[src/rtl/fir_frame_sequencer.sv]
// Frame sequencer around an external FIR: feeds a frame of samples plus TAPS-1 flush zeros,
// forwards the expected number of results, and reports completion or a drain timeout.
module fir_frame_sequencer #(
  parameter int DATA_WL = 12,
  parameter int OUT_WL  = 12,
  parameter int TAPS    = 15,
  parameter int LEN_WL  = 16,
  parameter int TIMEOUT = 64
) (
  input  logic               clk,
  input  logic               rst,
  input  logic               start,
  input  logic [LEN_WL-1:0]  frame_len,
  output logic               busy,
  output logic               done,
  output logic               err_timeout,
  input  logic [DATA_WL-1:0] src_data,
  input  logic               src_valid,
  output logic               src_ready,
  output logic [DATA_WL-1:0] fir_data_in,
  output logic               fir_in_valid,
  input  logic [OUT_WL-1:0]  fir_data_out,
  input  logic               fir_out_valid,
  output logic [OUT_WL-1:0]  res_data,
  output logic               res_valid,
  output logic               res_last
);

  localparam int CW = LEN_WL + 1;
  localparam int FW = (TAPS > 2) ? $clog2(TAPS - 1) : 1;
  localparam int IW = (TIMEOUT > 1) ? $clog2(TIMEOUT + 1) : 1;
  localparam logic [CW-1:0] FLUSH_N    = CW'(TAPS - 1);
  localparam logic [FW-1:0] FLUSH_LAST = FW'((TAPS > 1) ? TAPS - 2 : 0);
  localparam logic [IW-1:0] IDLE_LAST  = IW'(TIMEOUT - 1);

  typedef enum logic [2:0] {IDLE, RUN, FLUSH, DRAIN, DONE} state_t;

  state_t        r_state, w_next;
  logic [CW-1:0] r_len, r_in_cnt, r_out_cnt;
  logic [FW-1:0] r_flush_cnt;
  logic [IW-1:0] r_idle_cnt;
  logic          r_timed_out;

  logic [CW-1:0] w_total, w_in_inc, w_out_inc;
  logic          w_active, w_accept, w_fwd, w_last_in, w_drain_full, w_idle_expire;

  assign w_total      = r_len + FLUSH_N;
  assign w_in_inc     = r_in_cnt + 1'b1;
  assign w_out_inc    = r_out_cnt + 1'b1;
  assign src_ready    = (r_state == RUN) && (r_in_cnt < r_len);
  assign w_accept     = src_valid && src_ready;
  assign w_last_in    = w_accept && (w_in_inc == r_len);
  assign w_active     = (r_state == RUN) || (r_state == FLUSH) || (r_state == DRAIN);
  assign w_fwd        = w_active && fir_out_valid && (r_out_cnt < w_total);
  assign w_drain_full = (r_out_cnt == w_total);
  assign w_idle_expire = (r_state == DRAIN) && !fir_out_valid && (r_idle_cnt == IDLE_LAST);

  assign busy        = (r_state != IDLE);
  assign done        = (r_state == DONE);
  assign err_timeout = (r_state == DONE) && r_timed_out;

  always_ff @(posedge clk or negedge rst) begin
    if (!rst) r_state <= IDLE;
    else      r_state <= w_next;
  end

  always_comb begin
    w_next = r_state;
    case (r_state)
      IDLE:    if (start) w_next = (frame_len == '0) ? DONE : RUN;
      RUN:     if (w_last_in) w_next = (TAPS > 1) ? FLUSH : DRAIN;
      FLUSH:   if (r_flush_cnt == FLUSH_LAST) w_next = DRAIN;
      DRAIN:   if (w_drain_full || w_idle_expire) w_next = DONE;
      DONE:    w_next = IDLE;
      default: w_next = IDLE;
    endcase
  end

  always_ff @(posedge clk or negedge rst) begin
    if (!rst) begin
      r_len        <= '0;
      r_in_cnt     <= '0;
      r_out_cnt    <= '0;
      r_flush_cnt  <= '0;
      r_idle_cnt   <= '0;
      r_timed_out  <= 1'b0;
      fir_data_in  <= '0;
      fir_in_valid <= 1'b0;
      res_data     <= '0;
      res_valid    <= 1'b0;
      res_last     <= 1'b0;
    end else begin
      res_valid    <= w_fwd;
      res_last     <= w_fwd && (w_out_inc == w_total);
      fir_in_valid <= 1'b0;
      if (w_fwd) begin
        res_data  <= fir_data_out;
        r_out_cnt <= w_out_inc;
      end
      // Idle cycles are counted from FLUSH onward so a stall that begins
      // before DRAIN still times out TIMEOUT cycles after the last result.
      if ((r_state == FLUSH) || (r_state == DRAIN)) begin
        if (fir_out_valid)             r_idle_cnt <= '0;
        else if (r_idle_cnt != IDLE_LAST) r_idle_cnt <= r_idle_cnt + 1'b1;
      end
      case (r_state)
        IDLE: begin
          if (start) begin
            r_len       <= {1'b0, frame_len};
            r_in_cnt    <= '0;
            r_out_cnt   <= '0;
            r_flush_cnt <= '0;
            r_idle_cnt  <= '0;
            r_timed_out <= 1'b0;
          end
        end
        RUN: begin
          r_idle_cnt <= '0;
          if (w_accept) begin
            fir_data_in  <= src_data;
            fir_in_valid <= 1'b1;
            r_in_cnt     <= w_in_inc;
          end
        end
        FLUSH: begin
          fir_data_in  <= '0;
          fir_in_valid <= 1'b1;
          r_flush_cnt  <= r_flush_cnt + 1'b1;
        end
        DRAIN: begin
          if (w_idle_expire && !w_drain_full) r_timed_out <= 1'b1;
        end
        DONE: begin
          r_in_cnt    <= '0;
          r_out_cnt   <= '0;
          r_flush_cnt <= '0;
          r_idle_cnt  <= '0;
        end
        default: ;
      endcase
    end
  end

endmodule

[config.mk]
export PLATFORM = sky130hd
export DESIGN_NAME = fir_frame_sequencer
export DESIGN_NICKNAME = d
export VERILOG_FILES = /design/src/rtl/fir_frame_sequencer.sv
export SDC_FILE = /design/constraint.sdc
export NUM_CORES = 1
export LEC_CHECK = 0
export CORE_ASPECT_RATIO = 1.1
export CORE_UTILIZATION = 30
export CTS_CLUSTER_DIAMETER = 200
export DETAILED_ROUTE_END_ITERATION = 8
export PLACE_DENSITY = 0.58
export SYNTH_ARGS = -nofsm -noshare
export SYNTH_HDL_FRONTEND = slang
export SYNTH_SLANG_ARGS = --single-unit
[constraint.sdc]
create_clock -name clk -period 3.8 [get_ports clk]
set_clock_uncertainty 0.15 [all_clocks]
set_input_delay 0.38 -clock clk [delete_from_list [all_inputs] [get_ports clk]]
set_output_delay 0.38 -clock clk [all_outputs]
set_load 0.03 [all_outputs]
# Yosys cells after proc, flatten, opt, wreduce, memory -nomap -nowiden
# Cells that the tools add are included.
dict set report word_totals {
  register_bits 92
  latch_bits 0
  mem_bits_rw 0
  rom_bits 0
  in_bits 45
  out_inout_bits 31
  memories 0
}
dict set report classes {
  addsub 5
  mul 0
  n_div 0
  order_cmp 2
  n_eq_ne 16
  shift 0
  mux 26
  bitwise 0
  n_reduce_logical 30
}
# op count
set ops {}
lappend ops {{$mux W17} 4}
lappend ops {{$pmux W17 S3} 1}
lappend ops {{$add A17 B1 Y17 const B} 2}
lappend ops {{$eq A17 B17 Y1} 2}
lappend ops {{$pmux W17 S2} 1}
lappend ops {{$mux W7} 4}
lappend ops {{$pmux W12 S2} 1}
lappend ops {{$add A16 B4 Y17 const B} 1}
lappend ops {{$eq A17 B16 Y1} 1}
lappend ops {{$lt A17 B16 Y1} 1}
lappend ops {{$lt A17 B17 Y1} 1}
lappend ops {{$logic_not A16 Y1} 1}
lappend ops {{$mux W3} 5}
lappend ops {{$pmux W7 S2} 1}
lappend ops {{$mux W12} 1}
lappend ops {{$pmux W3 S4} 1}
lappend ops {{$pmux W4 S3} 1}
lappend ops {{$logic_and A1 B1 Y1} 10}
lappend ops {{$reduce_bool A3 Y1} 3}
lappend ops {{$add A7 B1 Y7 const B} 1}
lappend ops {{$eq A7 B6 Y1 const B} 1}
lappend ops {{$ne A7 B6 Y1 const B} 1}
lappend ops {{$eq A3 B2 Y1 const B} 2}
lappend ops {{$ne A2 B1 Y1 const B} 3}
lappend ops {{16 further kinds} 29}

# Longest topological paths before layout
# Gate-level depths: netlist of the first run.
dict set report depth {
  depth_word 8
  ltp_mapped 15
}

# Worst setup path after synthesis of the first run
# No wires, ideal clock.
dict set report synth_path {
  path_kind {flip-flop to flip-flop}
  start {register r_len[8]}
  end {register res_data[10]}
  setup_ps 125
  arrival_time_ps 3170
  path_slack_ps 355
  stages_incl_launch_ff 13
  path_buffers 2
  period_less_slack_ps 3445
  path_cell_list {dfrtp_1 buf_2 inv_1 nor4_1 and3_1 xnor2_1 ha_1 nand4_1 a21o_1 a31oi_1 nand2b_1 buf_1 mux2_2}
}
dict set report synth_between {
  elab_chain_cells 3
}
# element line_no
set synth_rtl {}
lappend synth_rtl {{from (decl)} 39} ;# logic [CW-1:0] r_len, r_in_cnt, r_out_cnt;
lappend synth_rtl {{from (signal assigned)} 109} ;# r_len <= {1'b0, frame_len};
lappend synth_rtl {{$add A16 B4 Y17} 47} ;# assign w_total = r_len + FLUSH_N;
lappend synth_rtl {{$lt A17 B17 Y1} 54} ;# assign w_fwd = w_active && fir_out_valid && (r_out_cnt < w_total);
lappend synth_rtl {{$logic_and A1 B1 Y1} 54}
lappend synth_rtl {{to (signal assigned)} 97} ;# res_data <= fir_data_out;
lappend synth_rtl {{to (decl)} 24} ;# output logic [OUT_WL-1:0] res_data,
# Every way passes these cells.
# A chain may end at the register's enable or synchronous reset.

# Final worst setup path of the first run
dict set report layout_path {
  start {register r_len[15]}
  end {output port src_ready}
}
dict set report layout_between {
  elab_chain_cells 2
}
# element line_no
set layout_rtl {}
lappend layout_rtl {{$lt A17 B16 Y1} 50} ;# assign src_ready = (r_state == RUN) && (r_in_cnt < r_len);
lappend layout_rtl {{$logic_and A1 B1 Y1} 50}
lappend layout_rtl {{to (decl)} 19} ;# output logic src_ready,
# Every way passes these cells.

==> impl_metrics.ini, run 1 <==
[outcome]
violations = design-rule violations
status = finished with violations

[sta]
tns_ps = 0
grt_setup_unrepaired = false
worst_slew_pin_slew_ps = 998
maxClockFrequency_mhz = 278
finalHoldViolCount = 0
setup-violations-final = 0
finalCritPeriodShare_pct = 94.7
setup_ws_ps = 203
timing.final.max_slew_violations = 0
slew_headroom_pct = 33.5
fin_crit_ps = 3600

[synth]
ys_async_sr_fraction_pct = 100
synth_cell_types = 61
ys_ff_latch = 92
synth_top_area_share_pct = 37.7
synthesis.nets = 762
ys_top_cells_by_area = dfrtp_1 (38%), ha_1 (8.0%), xnor2_1 (7.3%), o21ai_0 (4.6%), nand2_1 (3.1%)
syn_avg_cell_area_um2 = 9.02
synth_top_area_cell = dfrtp_1
synth_edf_count = 0
seq_area_frac_synth_pct = 37.7
ys.flop_type = dfrtp_1
yosys_warnings = 0
postSynthCellCount = 678
synth_area_um2 = 6110

[setup_path]
crit_arrival_ps = 3070
max_stage_delay_ps = 640
start_kind = register
crit_type = reg -> out
cp-end-kind = output port
path_max_fanout = 4
cp_cell_sequence = inv_1 > ha_1 > nand4b_1 > or3_1 > a211oi_1 > nor3_2 > clkdlybuf4s50_1
worstPathRequired_ps = 3270
cp_slowest_cell = clkdlybuf4s50_1

[placement]
place_hpwl_mm = 11.8
place_inst = 988
gp_congestion = 0.831
dp_slack_ps = 242
io_buffers = 75

[layout]
post-route-util_pct = 37.5
drive_above_1_share_pct = 7.98
syn2layout_area_growth_pct = 22.2
final_cell_mix = dfrtp_1 (92), clkdlybuf4s50_1 (74), o21ai_0 (56), xnor2_1 (51), nand2_1 (50)
nets = 831
antenna_cells = 0
final_common_cell = dfrtp_1
final_cells = 1004

[cts]
cts_num_sinks = 92
cts_tree = yes
root_buffer = clkbuf_16
cts-htree-levels = 3
clk_latency_ps = 360
postCtsSetupBuffers = 0
clk_pin_slew_ps = 70
cts_hold_buf = 0
cts_made_buffers = 9
cts_buffer_depth = 2

[floorplan]
core-area_um2 = 19900
num_io_pins = 76
die_area_um2 = 21000
dieWidth_um = 138
start_util_pct = 30.7
num_rows = 54
die_height_um = 152

[global_routing]
grt_start_max_net_pins = 78
use_met1_pct = 20.1
grtUsageTotal_pct = 15.9
use_met2_pct = 26.9
grt_pass1_wl_mm = 26.5
grtUsageMet3_pct = 3.30
grt_pass1_vias = 5143
top_usage_layer = met2
grt_overflow = 0
grt_antenna_before_repair = 0

[route]
vias_per_cell = 5.25
remaining_drc_errors = 2
vias = 5268
dr.pass1.iters = 7
ant_nets = 0
wl_per_cell_um = 15.7
drt_iter0_drc = 230
drt_wl_total_mm = 15.8

[power_and_ir_drop]
cellLeakagePower_nw = 3.08
ir_worst_vdd_mv = 0.328
pwr_density_cell_nw_per_um2 = 701

[flow_run]
cap_violations = 0

[worst_hold_path]
worstHoldPathType = in -> async
## worst max-delay path: cells and delay by family (launching register included)
family	cells	cell delay [ps]
simple gates	3	750
flops	1	460
compound gates	1	430
buf+inv	2	730
fa+ha+maj	1	350
## per-stage QoR
step / hold WS [ps] / instance area (um^2) / total power, mW
2_1_floorplan: -65.6 / 6110 / 3.51
3_3_place_gp: 331 / 7170 / 4.31
3_5_place_dp: 336 / 7170 / 4.34
4_1_cts: 91.1 / 7460 / 5.27
5_1_grt: 139 / 7470 / 5.67
6_report: 46.2 / 7470 / 5.24
## path summary, 6_finish.rpt
kind | start | endpoint | slack (ps) | depth (start not counted)
max | r_len[15] | src_ready | 200 | 7
min | rst | r_out_cnt[1] | 50 | 1
max reg2reg | r_len[1] | res_data[10] | 270 | 13
min reg2reg | r_idle_cnt[6] | r_idle_cnt[6] | 350 | 2
max in group asynchronous | rst | res_data[9] | 2650 | 2
min in group clk | r_idle_cnt[6] | r_idle_cnt[6] | 350 | 2
## power breakdown
part	switching, mW	internal [mW]
Clock	0.434	0.475
Combinational	1.44	1.17
Sequential	0.429	1.29
## metal layers
layer | wire [um] | part of all wire (%)
met1 | 7370 | 47
met2 | 7450 | 47
met3 | 609 | 3.9
met4 | 365 | 2.3
met5 | 0 | 0
## repair_timing
action,CTS,global route
setup endpoints to repair,0,2
gates resized for setup,0,2
hold endpoints to repair,0,0
## final cells by class
type / instances / area [um^2]
inverters: 41 / 154
repair buffers: 94 / 903
clock inverters: 6 / 53.8
clock buffers: 10 / 239
multi-input cells: 509 / 3500
well taps: 252 / 315
flip-flops and latches: 92 / 2300
fillers: 1987 / 12500
## sequential cells by signal, indices dropped and copies added, names as in the netlist
register / cells
fir_data_in: 12
res_data: 12
r_idle_cnt: 7
r_flush_cnt: 4
fir_in_valid: 1
res_valid: 1
r_in_cnt: 17
r_out_cnt: 17
res_last: 1
r_state: 3
r_len: 16
r_timed_out: 1
## cells by family (layout without fill, tap and decap cells)
group                      Yosys count  count (layout)  synth area share [%]
AOI/OAI and AO/OA                  165             165                  17.5
xor gates and xnor gates            66              66                  9.46
adders and majority gates           39              39                  7.98
buffers and inverters               77             151                  5.22
DFF                                 92              92                  37.7
muxes                               17              17                  3.11
and+or+nand+nor                    222             222                  19.1
## Yosys cell counts, types with 3 or more instances
master and n:
a21o_1 13, mux2_2 16, xor2_1 15, nand2_1 50, buf_2 8, a211oi_1 3
nand3_1 33, nand2b_1 7, dfrtp_1 92, o21ai_0 56, o21a_1 4, or4_1 9
nor2_1 36, inv_1 41, a21oi_1 24, o31ai_1 22, nand4_1 21, nor2b_1 7
and3_1 10, or3_1 6, and4_1 5, o21ai_1 7, clkbuf_1 21, nor3_1 16
o311ai_0 7, o211ai_1 6, ha_1 39, xnor2_1 51, a31oi_1 4, buf_1 3
nor4_1 10
No activity file was read; power rests on OpenSTA's default activity.
==> run 2, diff against run 1 <==
ABC_AREA = 1   (was not set)
RECOVER_POWER = 25   (was not set)
==> run 2 against run 1 <==
Compared with the run above:
- the run ends with max-capacitance violations, max-slew violations left
- final cell count increased by 24%
- sequential share of layout area decreased by 1.2 points
- worst hold slack improved by 270 ps
- sequential power decreased by 3%
- design area increased by 3.9%
- critical endpoint unchanged
- global-route usage increased by 1.1 points
- worst setup slack improved by 200 ps
- power increased by 13%
- register-to-register slack improved by 170 ps
- count of clock-buffer cells in the layout decreased by 1
- first-iteration DRC count increased by 78%
==> impl_metrics.ini, run 2 <==
[layout]
drive_above_1_share_pct = 7.06
final_cell_mix = nand2_1 (275), inv_1 (99), nand3_1 (93), dfrtp_1 (92), nor2_1 (85)
final_common_cell = nand2_1
antenna_cells = 0
nets = 1070
postLayoutCellArea_um2 = 7760
syn2layout_area_growth_pct = 22.6
top_regs = r_in_cnt (17), r_out_cnt (17), r_len (16)

[route]
ant_nets = 0
wl_per_cell_um = 13.9
dr.pass1.iters = 5
drt_wl_total_mm = 17.3
drt_iter0_drc = 409
vias_per_cell = 4.78
vias = 5962
remaining_drc_errors = 0

[worst_hold_path]
worstHoldPathType = reg -> reg

[sta]
setup_ws_ps = 406
timing.final.max_slew_violations = 56
maxClockFrequency_mhz = 295
finalHoldViolCount = 0
finalCritPeriodShare_pct = 89.3
grt_setup_unrepaired = false
setup-violations-final = 0
slew_headroom_pct = -0.779
fin_crit_ps = 3390
timing.hold.ws_ps = 319
worst_slew_pin_slew_ps = 1510
tns_ps = 0

[synth]
synth_cell_types = 37
ys_async_sr_fraction_pct = 100
synth_area_um2 = 6330
postSynthCellCount = 908
synth_edf_count = 0
synth_top_family_by_area = simple AND/OR/NAND/NOR gates
ys_ff_latch = 92
synth_top_area_share_pct = 36.4
ys.flop_type = dfrtp_1
synthesis.nets = 992
seq_area_frac_synth_pct = 36.4
synth_top_area_cell = dfrtp_1
synthMuxAreaShare_pct = 0.178
ys_top_cells_by_area = dfrtp_1 (36%), nand2_1 (16%), ha_1 (7.7%), nand3_1 (7.4%), inv_1 (5.9%)
synth_simple_gate_area_share_pct = 35.9
synth_compound_area_share_pct = 8.44
synth_most_common_cell = nand2_1
synthXorXnorAreaFrac_pct = 3.42
ys_top_cells_by_count = nand2_1 (275), inv_1 (99), nand3_1 (93), dfrtp_1 (92), nor2_1 (86)
syn_avg_cell_area_um2 = 6.97
synth_adder_area_share_pct = 7.71
yosys_warnings = 0

[setup_path]
crit_buf_inv = 3
worstPathRequired_ps = 3270
cp_cell_sequence = clkinv_1 > ha_1 > nand2_1 > inv_1 > o21ai_0 > a21oi_1 > nor2_1 > nand3_1 > nor2_2 > clkdlybuf4s50_1
max_stage_delay_ps = 710
crit_arrival_ps = 2860
cp_slowest_cell = clkdlybuf4s50_1
cp_top_family = buffers and inverters
start_kind = register
path_max_fanout = 7
cp-end-kind = output port
crit_type = reg -> out

[global_routing]
grt_pass1_vias = 5770
grtUsageTotal_pct = 17.0
grt_antenna_before_repair = 0
grt_start_max_net_pins = 56
grt_overflow = 0
grt_pass1_wl_mm = 29.0

[floorplan]
num_rows = 55
die_area_um2 = 21700
start_util_pct = 30.7
dieWidth_um = 141
die_height_um = 154
core-area_um2 = 20600
num_io_pins = 76

[placement]
placed_area_um2 = 7380
place_hpwl_mm = 13.2
gp_congestion = 0.862
dp_slack_ps = 432
io_buffers = 75

[outcome]
violations = max-capacitance violations, max-slew violations
status = finished with violations

[flow_run]
cap_violations = 1

[cts]
cts_buffer_depth = 2
cts_num_sinks = 92
clk_pin_slew_ps = 70
cts_made_buffers = 9
root_buffer = clkbuf_16
cts-htree-levels = 3
post_cts_resized = 0
clk_latency_ps = 360
cts_tree = yes

[power_and_ir_drop]
pwr_density_cell_nw_per_um2 = 761
cellLeakagePower_nw = 3.71
ir_worst_vdd_mv = 0.268
run 2: final timing paths:
kind	start	endpoint	slack (ps)	depth (start not counted)
worst max-delay path	r_len[10]	src_ready	410	10
worst min-delay path	res_data[1]	res_data[1]	320	2
worst max register to register	r_len[1]	res_last	440	22
worst min register to register	res_data[1]	res_data[1]	320	2
max in group asynchronous	rst	r_state[2]	1640	3
min in group asynchronous	rst	r_len[0]	800	2
run 2: per-layer routing:
layer	up-vias	GRT usage (%)	part of all wire, %
met5	-	0	0
met4	0	5.38	1.7
met3	18	2.23	3.1
met2	111	29.0	48
met1	2730	22.2	47
li1	3103	-	-
run 2: layout make-up:
cell class                      count  area (um^2)
Timing Repair Buffer               85          823
Fill cell                        2184        12900
Tap cell                          256          320
Inverter                          112          420
Sequential cell                    92         2300
Clock buffer                        9          225
Multi-Input combinational cell    686         3520
Clock inverter                      7          148
run 2: worst register-to-register path, delay by kind of cell (launching register included):
family / cells / cell delay [ps]
XOR/XNOR: 1 / 230
adder cells (fa/ha/maj): 2 / 560
buffers and inverters: 5 / 680
flip-flops: 1 / 390
AND/OR/NAND/NOR: 14 / 1280
run 2: power breakdown:
group	total (mW)	internal, mW	switching, mW
Sequential	1.67	1.31	0.360
Combinational	3.09	1.09	2.00
Clock	1.14	0.716	0.427
Total	5.91	3.12	2.79
run 2: kinds of logic (layout without fill, tap and decap cells):
| kind of cell | after synthesis | count (layout) |
|---|---|---|
| compound gates | 103 | 103 |
| xor+xnor | 23 | 23 |
| fa+ha+maj | 39 | 39 |
| buf+inv | 130 | 213 |
| flops | 92 | 92 |
| mux | 1 | 1 |
| simple gates | 520 | 520 |
run 2: stage by stage:
step | power, mW | util (%) | cells
global placement | 4.75 | 35.8 | 1230
floorplan | 3.82 | - | 908
CTS | 5.96 | 37.6 | 1247
detailed placement | 4.79 | 35.8 | 1230
finish | 5.91 | 37.6 | 1247
global route | 6.45 | 37.6 | 1247
run 2: repair_timing:
action	CTS	global route
endpoints found under the hold margin	45	0
setup buffers	0	0
hold buffers	1	0
